<file path="src/rtl/pci_conf_cyc_req.sv">
// PCI configuration-cycle requester: CONFIG_ADDRESS register plus a retrying issue FSM.
// Define PCI_CONF_CYC_TIMEOUT_EN to add a 1024-cycle WAIT watchdog that ends the cycle with an error.
module pci_conf_cyc_req #(
    parameter int RETRY_MAX = 8,
    parameter int RETRY_GAP = 4
) (
    input  logic        wb_clk_in,
    input  logic        reset_in,
    input  logic        cfg_addr_we,
    input  logic [31:0] cfg_addr_wdata,
    output logic [31:0] cfg_addr_rdata,
    input  logic        cfg_data_req,
    input  logic        cfg_data_we,
    input  logic [3:0]  cfg_data_be,
    input  logic [31:0] cfg_data_wdata,
    output logic        cfg_data_ack,
    output logic        cfg_data_err,
    output logic [31:0] cfg_data_rdata,
    output logic [31:0] ccyc_addr,
    output logic        mst_req,
    output logic [3:0]  mst_cmd,
    output logic [3:0]  mst_be,
    output logic [31:0] mst_wdata,
    input  logic        mst_gnt,
    input  logic        mst_done,
    input  logic        mst_retry,
    input  logic        mst_abort,
    input  logic [31:0] mst_rdata
);

    localparam int RW = $clog2(RETRY_MAX + 1);
    localparam int GW = $clog2(RETRY_GAP + 1);
    localparam logic [RW-1:0] RETRY_LAST = RW'(RETRY_MAX - 1);
    localparam logic [GW-1:0] GAP_LAST   = GW'(RETRY_GAP - 1);
    localparam logic [31:0]   ADDR_MASK  = 32'h80FF_FFFC;
    localparam logic [31:0]   ALL_ONES   = 32'hFFFF_FFFF;
    localparam logic [3:0]    CMD_RD     = 4'hA;
    localparam logic [3:0]    CMD_WR     = 4'hB;

    typedef enum logic [2:0] {S_IDLE, S_ISSUE, S_WAIT, S_GAP, S_DONE} state_t;

    state_t          r_state;
    state_t          w_state_nxt;
    logic [31:0]     r_cfg_addr;
    logic [3:0]      r_cmd;
    logic [3:0]      r_be;
    logic [31:0]     r_wdata;
    logic [31:0]     r_rdata;
    logic            r_err;
    logic            r_hold;
    logic [RW-1:0]   r_retry_cnt;
    logic [GW-1:0]   r_gap_cnt;

    logic            w_enable;
    logic [7:0]      w_bus;
    logic [13:0]     w_dfr;
    logic            w_sample;
    logic            w_retry_last;
    logic            w_timeout;

    assign w_enable     = r_cfg_addr[31];
    assign w_bus        = r_cfg_addr[23:16];
    assign w_dfr        = r_cfg_addr[15:2];
    assign w_retry_last = (r_retry_cnt == RETRY_LAST);
    // r_hold masks the request during the cycle right after ack/err, when the
    // requester may not yet have dropped cfg_data_req.
    assign w_sample     = (r_state == S_IDLE) && cfg_data_req && !cfg_addr_we && !r_hold;

    assign ccyc_addr = (w_bus == 8'h00) ? {16'h0000, w_dfr, 2'b00}
                                        : {8'h00, w_bus, w_dfr, 2'b01};

    assign cfg_addr_rdata = r_cfg_addr;
    assign cfg_data_rdata = r_rdata;
    assign cfg_data_ack   = (r_state == S_DONE) && !r_err;
    assign cfg_data_err   = (r_state == S_DONE) && r_err;
    assign mst_req        = (r_state == S_ISSUE);
    assign mst_cmd        = r_cmd;
    assign mst_be         = r_be;
    assign mst_wdata      = r_wdata;

`ifdef PCI_CONF_CYC_TIMEOUT_EN
    logic [9:0] r_wd_cnt;

    always_ff @(posedge wb_clk_in or posedge reset_in) begin
        if (reset_in) begin
            r_wd_cnt <= '0;
        end else if (r_state == S_WAIT) begin
            r_wd_cnt <= r_wd_cnt + 10'd1;
        end else begin
            r_wd_cnt <= '0;
        end
    end

    assign w_timeout = (r_state == S_WAIT) && (r_wd_cnt == 10'h3FF);
`else
    assign w_timeout = 1'b0;
`endif

    always_comb begin
        // NOTE: default first so every path assigns w_state_nxt and no latch is inferred.
        w_state_nxt = r_state;
        case (r_state)
            S_IDLE:  if (w_sample) w_state_nxt = w_enable ? S_ISSUE : S_DONE;
            S_ISSUE: if (mst_gnt) w_state_nxt = S_WAIT;
            S_WAIT: begin
                if (mst_done || mst_abort) w_state_nxt = S_DONE;
                else if (mst_retry)        w_state_nxt = w_retry_last ? S_DONE : S_GAP;
                else if (w_timeout)        w_state_nxt = S_DONE;
            end
            S_GAP:   if (r_gap_cnt == GAP_LAST) w_state_nxt = S_ISSUE;
            S_DONE:  w_state_nxt = S_IDLE;
            default: w_state_nxt = S_IDLE;
        endcase
    end

    always_ff @(posedge wb_clk_in or posedge reset_in) begin
        if (reset_in) begin
            r_state     <= S_IDLE;
            r_cfg_addr  <= '0;
            r_cmd       <= '0;
            r_be        <= '0;
            r_wdata     <= '0;
            r_rdata     <= '0;
            r_err       <= 1'b0;
            r_hold      <= 1'b0;
            r_retry_cnt <= '0;
            r_gap_cnt   <= '0;
        end else begin
            r_state <= w_state_nxt;
            r_hold  <= (r_state == S_DONE);
            case (r_state)
                S_IDLE: begin
                    if (cfg_addr_we) begin
                        r_cfg_addr <= cfg_addr_wdata & ADDR_MASK;
                    end else if (w_sample) begin
                        if (w_enable) begin
                            r_cmd       <= cfg_data_we ? CMD_WR : CMD_RD;
                            r_be        <= cfg_data_be;
                            r_wdata     <= cfg_data_wdata;
                            r_retry_cnt <= '0;
                        end else begin
                            r_rdata <= ALL_ONES;
                            r_err   <= 1'b0;
                        end
                    end
                end
                S_WAIT: begin
                    if (mst_done) begin
                        r_rdata <= mst_rdata;
                        r_err   <= 1'b0;
                    end else if (mst_abort) begin
                        r_rdata <= ALL_ONES;
                        r_err   <= 1'b0;
                    end else if (mst_retry) begin
                        r_retry_cnt <= r_retry_cnt + 1'b1;
                        r_gap_cnt   <= '0;
                        r_err       <= w_retry_last;
                    end else if (w_timeout) begin
                        r_err <= 1'b1;
                    end
                end
                S_GAP:   r_gap_cnt <= r_gap_cnt + 1'b1;
                default: ;
            endcase
        end
    end

endmodule

</file>
<file path="config.mk">
export PLATFORM = sky130hd
export DESIGN_NAME = pci_conf_cyc_req
export DESIGN_NICKNAME = d
export VERILOG_FILES = /design/src/rtl/pci_conf_cyc_req.sv
export SDC_FILE = /design/constraint.sdc
export NUM_CORES = 1
export LEC_CHECK = 0
export CELL_PAD_IN_SITES_DETAIL_PLACEMENT = 0
export CELL_PAD_IN_SITES_GLOBAL_PLACEMENT = 1
export CORE_MARGIN = 2
export CORE_UTILIZATION = 31
export CTS_BUF_LIST = sky130_fd_sc_hd__clkbuf_8
export CTS_CLUSTER_SIZE = 40
export DETAILED_ROUTE_END_ITERATION = 6
export PLACE_DENSITY_LB_ADDON = 0.1
export SKIP_CTS_REPAIR_TIMING = 1
export SLEW_MARGIN = 20
export SYNTH_ARGS = -nofsm -noshare
export SYNTH_HDL_FRONTEND = slang
export SYNTH_SLANG_ARGS = --single-unit
export TNS_END_PERCENT = 10
</file>
<file path="constraint.sdc">
create_clock -name wb_clk_in -period 3.8 [get_ports wb_clk_in]
set_input_delay 0.76 -clock wb_clk_in [delete_from_list [all_inputs] [get_ports wb_clk_in]]
set_output_delay 0.76 -clock wb_clk_in [all_outputs]
set_load 0.01 [all_outputs]
</file>
==> reports/qor.txt <==
=====================================================================================
Source of the critical timing path .....................................   r_state[0]
Fill cell total of the finished layout .................................         1327
Global route total overflow ............................................            0
Critical path endpoint category ........................................   output pin
Power per cell area .................................................... 777.4 nW/µm²
CP Data Arrival Time ...................................................      2.05 ns
Fraction of the yosys area taken by sequential cells ...................       57.61%
Count of cells along the worst register-to-register path ...............            3
Library cells used by synthesis ........................................           41
Die Area ...............................................................    15700 µm²
Synth warn .............................................................            0
Post-Synthesis Mean Instance Area ......................................    14.08 µm²
Hold Crit Start ........................................................   mst_cmd[1]
R2R setup slack ........................................................      1.69 ns
Initial drt markers ....................................................           98
Worst setup path endpoint ..............................................      mst_req
NumNets Final ..........................................................          630
Final ANT Viol Nets ....................................................            0
Leak ...................................................................     2.833 nW
Share of the synthesized area in the top cell type .....................       57.61%
Clock latency at the later pin of the worst-skew pair ..................      0.37 ns
Data required time at the worst endpoint ...............................      3.04 ns
Stage delay of the slowest cell on the critical path ...................      0.56 ns
Vias per inst ..........................................................        4.474
Cells after Synth ......................................................          324
Post-route worst hold slack ............................................    0.4983 ns
Reg-to-reg endpoint .................................................... cfg_data_rdata[10]
Fraction of layout instances using a drive strength above 1 ............       22.18%
Final count of negative-setup-slack endpoints ..........................            0
Levels on crit path ....................................................            3
Post-synth ARST share ..................................................       100.0%
Critical-path cell with the highest stage delay ........................ clkdlybuf4s50_1
Slew @ Worst Pin .......................................................    0.9422 ns
Summed negative setup slack over all endpoints .........................         0 ns
Buffering stage count on the worst path with inverters included ........            1
Post-route total power .................................................   0.005370 W
Cell type with the highest occurrence count on the critical path .......      nor2b_1
Last weighted congestion value of the routability-driven placer ........       0.7218
Horiz. Die Dim .........................................................     125.3 µm
Number of enable-type register cells in the synthesized netlist ........            0
Total number of placement rows .........................................           44
Detailed placer's ending HPWL ..........................................      8235 µm
Drt total wl ...........................................................     11410 µm
Vias in the first global route .........................................         3358
Flip-flop and latch count after synthesis ..............................          105
Final core area utilization ............................................       47.71%
Wire length of the first global-routing pass ...........................     18010 µm
I/O pin cnt ............................................................          248
Clk buf depth ..........................................................            2
Starting density of the core ...........................................       31.50%
Total of buffers placed on input and output ports ......................          219
Routed wire per std cell ...............................................     16.14 µm
Chip Height ............................................................     125.3 µm
Library cell with the largest summed area after synthesis ..............      dfrtp_1
Worst-path maximum fanout ..............................................           10
Number of slew-limit violations in the final report ....................            0
Setup WS post-layout ...................................................    0.9886 ns
Outcome ................................................................ finished clean
Setup slack at placement ...............................................     1.030 ns
Share of the clock period used by the worst path .......................       73.98%
Maximum number of pins on one net before global-route repair ...........           58
Core region area .......................................................    14480 µm²
Start of the worst register-to-register path ...........................   r_state[1]
Cell breakdown of the critical path .................................... nor2b_1, nor2b_1, clkdlybuf4s50_1
Area contributors post-synth ........................................... dfrtp_1 (58%), mux2_2 (10%), o22a_2 (6.6%)
CTS Sinks ..............................................................          105
Netlist area before placement ..........................................     4561 µm²
RSZ-0062 raised after global routing ...................................           no
Most used cells in the layout excluding fill and tap cells ............. clkdlybuf4s50_1 (219), dfrtp_1 (105), mux2_2 (41)
Remaining DRCs .........................................................            0
Clock-pin slew of the registers on the worst-case setup and hold paths .      0.10 ns
All-layer global routing usage .........................................       14.73%
Routed vias ............................................................         3163
Clock tree from TritonCTS ..............................................        built
Initial antenna violation count ........................................            0
Root Buffer Master .....................................................     clkbuf_8
Slew HR ................................................................       37.19%
Total CTS buffers ......................................................            9
Clock tree skew after final layout .....................................   0.01222 ns
Max Cap Viol ...........................................................            0
Final min period .......................................................     2.811 ns
CP startpoint kind .....................................................         flop
Critical Setup Path Class .............................................. flop to output pin
Maximum level of the CTS H-tree ........................................            3
CP delay by family, top ................................................ simple AND/OR/NAND/NOR gates
Hold Crit Depth ........................................................            1
Synth-to-Final Area Change .............................................       51.47%
Most used flip-flop cell after synthesis ...............................      dfrtp_1
Number of inserted diodes ..............................................            0
Length of the first detailed-routing pass in iterations ................            4
Final count of hold timing violations ..................................            0
Achievable Freq ........................................................   0.3557 GHz
Min-delay worst type ................................................... flop to flop
Most common cell after layout, fill and taps aside ..................... clkdlybuf4s50_1
Largest voltage drop on the vdd net ....................................    0.3775 mV
=====================================================================================
[metal layers]
layer  vias to the layer above  part of all wire (%)  track usage (%)
met5                         -                     0                0
met4                         0                   1.8            5.882
met3                        13                   7.4            4.365
met2                       154                    47            23.53
met1                      1527                    44            18.84
li1                       1469                     -                -
[kinds of logic (layout without fill, tap and decap cells)]
group           Yosys count  after routing  share of synthesized area (%)
flops                   105            105                          57.61
buf+inv                  61            242                          9.300
mux                      60             60                          16.27
compound gates           53             53                          10.43
simple gates             41             41                          5.487
fa+ha+maj                 3              3                         0.8231
other cells               1             19                        0.08223
[worst register-to-register path, cell delays in order (launching register included)]
cell and delay [ns]:
dfrtp_1 0.57, or3_4 0.50, o22ai_4 0.72, o22a_2 0.27
[metrics by stage]
stage / instances / instance area [µm²]
2_1_floorplan: 342 / 4628
3_3_place_gp: 691 / 6680
3_5_place_dp: 691 / 6680
4_1_cts: 707 / 6905
5_1_grt: 707 / 6908
6_report: 707 / 6908
[worst min-delay path by stage]
stage | end | slack (ns)
2_1_floorplan | r_gap_cnt[2] | 0.45
3_3_place_gp | mst_cmd[1] | 0.47
3_5_place_dp | r_gap_cnt[2] | 0.48
4_1_cts | r_gap_cnt[2] | 0.51
5_1_grt | r_gap_cnt[0] | 0.52
6_report | mst_cmd[1] | 0.50
[final cells by class]
cell class	instances	area (µm²)	share of cell area, %
Sequential cell	105	2628	38.04
Timing Repair Buffer	221	2220	32.13
Multi-Input combinational cell	176	1584	22.93
Tap cell	184	230.2	3.333
Clock buffer	13	178.9	2.590
Clock inverter	3	46.29	0.6702
Inverter	5	21.27	0.3079
[flip-flops by register name (all words and copies together), names as in the netlist]
name,cells
cfg_data_rdata,32
mst_wdata,32
cfg_addr_rdata,23
mst_be,4
r_retry_cnt,4
r_gap_cnt,3
r_state,3
mst_cmd,2
r_err,1
r_hold,1
[power breakdown]
| group | leakage (nW) | switching, W | total, W | internal [W] |
|---|---|---|---|---|
| clock network | 0.112 | 0.000381 | 0.000759 | 0.000378 |
| logic | 1.52 | 0.000985 | 0.00266 | 0.00167 |
| registers | 1.20 | 0.000343 | 0.00195 | 0.00161 |
| total | 2.83 | 0.00171 | 0.00537 | 0.00366 |
[Yosys cell counts (all sizes together), types with 2 or more instances]
master / count
nand2: 11
nor3: 2
nor2: 4
nand3: 4
clkbuf: 12
nand2b: 3
a21oi: 2
nor4: 2
a22o: 2
nor3b: 3
mux2: 59
buf: 44
nor2b: 5
o22a: 32
dfrtp: 105
o2bb2ai: 2
ha: 3
and3: 3
o21ai: 7
inv: 5
Note: power is estimated with default switching activity, not from simulation.
